<file path="src/rtl/sram22_bank_arbiter.sv">
// Two-requester round-robin arbiter and sequencer in front of one
// sram22_4096x32m8w8 macro. Zero-fills the array after reset, then grants
// at most one access per cycle and returns read data one cycle later.
module sram22_bank_arbiter #(
    parameter int unsigned ADDR_W    = 12,
    parameter int unsigned DATA_W    = 32,
    parameter int unsigned MASK_W    = 4,
    parameter int unsigned INIT_ZERO = 1
) (
    input  logic              clk,
    input  logic              rst_n,
    // requester 0
    input  logic              req0_valid,
    output logic              req0_ready,
    input  logic              req0_we,
    input  logic [ADDR_W-1:0] req0_addr,
    input  logic [DATA_W-1:0] req0_wdata,
    input  logic [MASK_W-1:0] req0_wmask,
    output logic              resp0_valid,
    output logic [DATA_W-1:0] resp0_rdata,
    // requester 1
    input  logic              req1_valid,
    output logic              req1_ready,
    input  logic              req1_we,
    input  logic [ADDR_W-1:0] req1_addr,
    input  logic [DATA_W-1:0] req1_wdata,
    input  logic [MASK_W-1:0] req1_wmask,
    output logic              resp1_valid,
    output logic [DATA_W-1:0] resp1_rdata,
    // macro pins
    output logic [ADDR_W-1:0] sram_addr,
    output logic [DATA_W-1:0] sram_din,
    output logic              sram_we,
    output logic [MASK_W-1:0] sram_wmask,
    input  logic [DATA_W-1:0] sram_dout,
    // status
    output logic              init_done
);

    localparam int unsigned CNT_W = ADDR_W + 1;
    localparam logic [CNT_W-1:0] LAST_ADDR = {1'b0, {ADDR_W{1'b1}}};

    typedef enum logic {
        ST_INIT = 1'b0,
        ST_RUN  = 1'b1
    } state_t;

    localparam state_t RST_STATE = (INIT_ZERO != 0) ? ST_INIT : ST_RUN;

    state_t            r_state;
    state_t            w_state_nxt;
    logic [CNT_W-1:0]  r_cnt;
    logic [CNT_W-1:0]  w_cnt_nxt;
    logic              r_ptr;
    logic              r_resp0_valid;
    logic              r_resp1_valid;
    logic              w_gnt0;
    logic              w_gnt1;

    // State and fill-counter register.
    always_ff @(posedge clk or negedge rst_n) begin
        if (!rst_n) begin
            r_state <= RST_STATE;
            r_cnt   <= '0;
        end else begin
            r_state <= w_state_nxt;
            r_cnt   <= w_cnt_nxt;
        end
    end

    // Next state, arbitration and macro drive; rst_n gating keeps the macro
    // quiet while reset is held even though the reset state is INIT.
    always_comb begin
        w_state_nxt = r_state;
        w_cnt_nxt   = r_cnt;
        w_gnt0      = 1'b0;
        w_gnt1      = 1'b0;
        sram_we     = 1'b0;
        sram_wmask  = '0;
        sram_addr   = '0;
        sram_din    = '0;
        init_done   = 1'b0;
        case (r_state)
            ST_INIT: begin
                w_cnt_nxt = r_cnt + CNT_W'(1);
                if (r_cnt == LAST_ADDR) begin
                    w_state_nxt = ST_RUN;
                end
                if (rst_n) begin
                    sram_we    = 1'b1;
                    sram_wmask = '1;
                    sram_addr  = r_cnt[ADDR_W-1:0];
                end
            end
            ST_RUN: begin
                init_done = rst_n;
                w_gnt0    = rst_n && req0_valid && (!req1_valid || !r_ptr);
                w_gnt1    = rst_n && req1_valid && (!req0_valid ||  r_ptr);
                if (w_gnt0) begin
                    sram_addr  = req0_addr;
                    sram_din   = req0_wdata;
                    sram_wmask = req0_wmask;
                    sram_we    = req0_we;
                end else if (w_gnt1) begin
                    sram_addr  = req1_addr;
                    sram_din   = req1_wdata;
                    sram_wmask = req1_wmask;
                    sram_we    = req1_we;
                end
            end
            default: begin
                w_state_nxt = ST_INIT;
            end
        endcase
    end

    // Round-robin pointer: after a grant, favour the other requester.
    always_ff @(posedge clk or negedge rst_n) begin
        if (!rst_n) begin
            r_ptr <= 1'b0;
        end else if (w_gnt0) begin
            r_ptr <= 1'b1;
        end else if (w_gnt1) begin
            r_ptr <= 1'b0;
        end
    end

    // Remember which requester owns the read data returning next cycle.
    always_ff @(posedge clk or negedge rst_n) begin
        if (!rst_n) begin
            r_resp0_valid <= 1'b0;
            r_resp1_valid <= 1'b0;
        end else begin
            r_resp0_valid <= w_gnt0 && !req0_we;
            r_resp1_valid <= w_gnt1 && !req1_we;
        end
    end

    assign req0_ready  = w_gnt0;
    assign req1_ready  = w_gnt1;
    assign resp0_valid = r_resp0_valid;
    assign resp1_valid = r_resp1_valid;
    assign resp0_rdata = r_resp0_valid ? sram_dout : '0;
    assign resp1_rdata = r_resp1_valid ? sram_dout : '0;

endmodule

</file>
<file path="config.mk">
export PLATFORM = sky130hd
export DESIGN_NAME = sram22_bank_arbiter
export DESIGN_NICKNAME = d
export VERILOG_FILES = /design/src/rtl/sram22_bank_arbiter.sv
export SDC_FILE = /design/constraint.sdc
export NUM_CORES = 1
export LEC_CHECK = 0
export BUFFER_PORTS_ARGS = -buffer_cell sky130_fd_sc_hd__buf_2
export CORE_AREA = 4 4 95 97
export CTS_BUF_LIST = sky130_fd_sc_hd__clkbuf_8
export DETAILED_ROUTE_END_ITERATION = 6
export DIE_AREA = 0 0 99 101
export SETUP_SLACK_MARGIN = 0.02
export SYNTH_ARGS = -nofsm -noshare
export SYNTH_HDL_FRONTEND = slang
export SYNTH_SLANG_ARGS = --single-unit
</file>
<file path="constraint.sdc">
create_clock -name clk -period 1.9 [get_ports clk]
set_input_delay 0.38 -clock clk [delete_from_list [all_inputs] [get_ports clk]]
set_output_delay 0.38 -clock clk [all_outputs]
set_load 0.05 [all_outputs]
</file>
* Yosys cells after proc, flatten, opt, wreduce, memory -nomap -nowiden
Index checks and enable logic that the tools add are counted.
Word-level totals: register bits 17, bits in latches 0, RAM bits 0, ROM bits 0, output and inout bits 118, logic and storage cells 46, memories kept 0
Cells by class: add/subtract/negate cells 1, multipliers 0, divide/modulo/power cells 0, magnitude comparators 0, equal/unequal tests 1, shifts and indexed selects 0, multiplexer cells 24, bitwise gates (word level) 1, reductions and logical operators 14
Operator list (count):
- 2-to-1 mux 32 bit | 5
- 2-to-1 mux 12 bit | 3
- case mux 12 bit (2 select lines) | 1
- adder 13 x 1 -> 13 bit (second input constant) | 1
- equality test 13 x 12 -> 1 bit (second input constant) | 1
- 2-to-1 mux 4 bit | 3
- 2-to-1 mux 1 bit | 10
- case mux 4 bit (2 select lines) | 1
- logical AND 1 bit | 6
- logical NOT 1 bit | 5
- logical OR 1 bit | 2
- case mux 1 bit (2 select lines) | 1
- nonzero test 2 bit | 1
- NOT 1 bit | 1

* Longest topological paths before layout
depth in word-level cells 6, gate-level depth with buffers 5, gate-level depth less buffers 4

* Least setup slack after synthesis
No wires, ideal clock.
path type input -> output, start in rst_n, end out sram_din[24], data arrival time 1.756 ns, path slack -0.236 ns, stages on the path 5, buffers on the path 2, cell sequence and2_4 -> and3_1 -> buf_2 -> buf_2 -> a22o_1
Between the ends: cells in the longest elaborated chain, start to end 5, elaborated cells between the ends (all ways) 7
RTL lines:
- from (decl) | RTL line 11 | input logic rst_n,
- logical AND 1 bit (2 in a row) | RTL line 98 | w_gnt1 = rst_n && req1_valid && (!req0_valid || r_ptr);
- 2-to-1 mux 32 bit | RTL line 104 | end else if (w_gnt1) begin
- 2-to-1 mux 32 bit (*) | RTL line 99 | if (w_gnt0) begin
- 2-to-1 mux 32 bit (*) | RTL line 83 | case (r_state)
- to (decl) | RTL line 32 | output logic [DATA_W-1:0] sram_din,
Every way passes the cells marked *; elsewhere a longest branch is shown, timed or not.

* Worst setup path after layout
start reg r_state, end out sram_addr[10]
Between the ends: cells in the longest elaborated chain, start to end 2
RTL lines:
- from (decl) | RTL line 50 | state_t r_state;
- from (signal assigned) | RTL line 66 | r_state <= w_state_nxt;
- NOT 1 bit
- case mux 12 bit (2 select lines) (*) | RTL line 83
- to (decl) | RTL line 31 | output logic [ADDR_W-1:0] sram_addr,
Marked as above.

==> impl_metrics.env <==
export IMPL_die_x_um=99
export IMPL_first_global_vias=2800
export IMPL_h_tree_depth=1
export IMPL_grt_pass1_wl_mm=15.68
export IMPL_syn_avg_cell_area_um2=8.533
export IMPL_slew_viol_final=0
export IMPL_max_slew_margin_pct=76.17
export IMPL_setup_viol=49
export IMPL_clk_insertion_delay_late_ps=250
export IMPL_synth_top_area_share_pct=26.41
export IMPL_tritoncts="yes"
export IMPL_cts_sinks=17
export IMPL_synthAdderAreaFrac_pct=0.6949
export IMPL_critPathLaunchType="flip-flop"
export IMPL_die_area_um2=9999
export IMPL_endpoint_kind="output pin"
export IMPL_wl_per_cell_um=18.96
export IMPL_setup_worst_path_class="flip-flop to output pin"
export IMPL_pin_count=252
export IMPL_start_util_pct=22.14
export IMPL_hold_path_class="input pin to async pin"
export IMPL_synth_seq_cells=17
export IMPL_routed_wl_mm=10.92
export IMPL_clockBufferDepth=2
export IMPL_numCtsBuffers=3
export IMPL_muxShareOfSynthArea_pct=0.6254
export IMPL_ant_nets=0
export IMPL_synth_top_family_by_area="simple AND/OR/NAND/NOR gates"
export IMPL_drtPass1Iterations=4
export IMPL_hold_viol=0
export IMPL_fmax_mhz=462.8
export IMPL_ir_drop_v=0.0003233
export IMPL_overflow=0
export IMPL_syn_num_nets=346
export IMPL_rsz0062_at_grt="yes"
export IMPL_drc_errors=0
export IMPL_via_per_inst=4.677
export IMPL_routabilityCongestion=0.7919
export IMPL_core_area_um2=8134
export IMPL_final_common_cell="buf_2"
export IMPL_ys_seq_area_share_pct=23.63
export IMPL_powerDensity_nw_per_um2=215.4
export IMPL_synth_warnings=0
export IMPL_syn_area_um2=1800
export IMPL_period_share_pct=113.7
export IMPL_num_rows=33
export IMPL_fin_cells=576
export IMPL_synthCells=211
export IMPL_violations="setup timing"
export IMPL_drtIter0Drc=50
export IMPL_timing_hold_ws_ps=74.21
export IMPL_grt_total_usage_pct=19.77
export IMPL_synth_area_leader_cell="and2_1"
export IMPL_synth_area_top_cells="and2_1, dfrtp_1, a22o_1, a221o_1, xnor2_1"
export IMPL_place_inst=559
export IMPL_vias=2694
export IMPL_drive_gt1_share_pct=69.72
export IMPL_status="finished with violations"
export IMPL_clock_root_buffer="clkbuf_8"
export IMPL_worstMarginPinSlew_ps=354.1
export IMPL_die_h_um=101
export IMPL_period_needed_ps=2161
export IMPL_antenna_found_initial=2
export IMPL_critical_path_required_ps=1520
export IMPL_synthXorXnorAreaFrac_pct=5.837
export IMPL_io_buffers=251
export IMPL_leakagePower_nw=2.245
export IMPL_place_hpwl_mm=8.245
export IMPL_syn_to_final_growth_pct=123.3
export IMPL_clk_pin_slew_ps=60
export IMPL_layout_setup_ws_ps=-260.7
export IMPL_synthDistinctLibCells=32
export IMPL_crit_path_max_fanout=20
export IMPL_nets=605
export IMPL_cap_violations=0
export IMPL_final_cell_mix="buf_2, and2_1, buf_6"
export IMPL_synth_compound_area_share_pct=26.82
export IMPL_synth_simple_gate_area_share_pct=35.86
export IMPL_grt_max_degree=34
export IMPL_finClkSkew_ps=1.338
export IMPL_worstPathArrival_ps=1780
[layout make-up]
cell class | instances | area, um2
Fill cell | 788 | 4113
Timing Repair Buffer | 274 | 1981
Multi-Input combinational cell | 170 | 1419
Sequential cell | 17 | 425.4
Tap cell | 105 | 131.4
Clock buffer | 3 | 41.29
Inverter | 4 | 15.01
Antenna cell | 2 | 5.005
Clock inverter | 1 | 3.754
[per-layer routing]
layer | up-vias | part of all wire [%] | track usage (%)
met5 | - | 0 | 0
met4 | 0 | 2.4 | 6.933
met3 | 18 | 7.3 | 5.190
met2 | 136 | 53 | 36.31
met1 | 1262 | 37 | 21.90
li1 | 1278 | - | -
[logic make-up after synthesis]
logic type / count (synthesis)
mux: 1
fa+ha+maj: 1
buf+inv: 24
flops: 17
compound gates: 54
xor+xnor: 12
simple gates: 102
[report_power, final]
part	switching, mW	internal (mW)
Sequential	0	0.362
Combinational	0.113	0.130
Clock	0.118	0.143
Total	0.231	0.635
[registers in the layout, indices dropped and copies added, names as in the netlist]
signal,cells
resp1_valid,1
r_ptr,1
resp0_valid,1
r_cnt,13
r_state,1
[synth_stat cells]
cell      number
and2_4         1
dfrtp_1       17
nand3_1        1
nand4b_1       2
xor2_1         4
o21bai_1       1
and2_1        76
nor4_1         2
and3_1         1
and3b_1        1
a21oi_1        1
buf_6          2
nand4_4        1
clkbuf_1       8
nand3b_1       1
a221o_1       16
buf_2         10
nor2_1         2
nand2_1        3
nand4_1        2
a31o_2         1
nand2b_1       2
ha_1           1
a21boi_0       1
nor3_1         4
xnor2_1        8
inv_1          4
mux2_2         1
nor2b_1        3
a32oi_1        1
o21ai_0        1
a22o_1        32
[worst max-delay path, stage by stage (launching register included)]
cell     delay (ps)
dfrtp_1         400
buf_6           120
and2_4          130
and3_4          180
buf_12          160
a221o_2         380
buf_8           160
[final timing paths]
kind,startpoint,endpoint,slack (ps),depth (start not counted)
worst max-delay path,r_state,sram_addr[10],-260,6
worst min-delay path,rst_n,r_cnt[10],70,2
worst max register to register,r_state,r_cnt[9],350,6
worst min register to register,r_cnt[11],r_cnt[11],490,1
max in group asynchronous,rst_n,resp1_valid,1670,2
min in group clk,req0_we,resp0_valid,300,2
[per-stage QoR]
stage / setup WS [ps] / TNS [ps] / util [%] / instance area, um2 / power, mW
3_3_place_gp: -320.0 / -5368 / 41.10 / 3343 / 0.5822
2_1_floorplan: -37.59 / -263.1 / - / 1856 / 0.4202
4_1_cts: -252.5 / -9787 / 48.15 / 3916 / 0.8699
6_report: -260.7 / -10190 / 49.44 / 4021 / 0.8661
5_1_grt: -300.2 / -12290 / 49.44 / 4021 / 0.9135
3_5_place_dp: -336.0 / -6059 / 41.10 / 3343 / 0.5875
[timing repair]
action,CTS,global route
buffers inserted,5,2
pin swaps,12,3
gates resized for setup,114,9
hold buffers,0,0
endpoints found under the setup margin,50,50
gates cloned,3,2
Power figures use the tool's default switching activity.
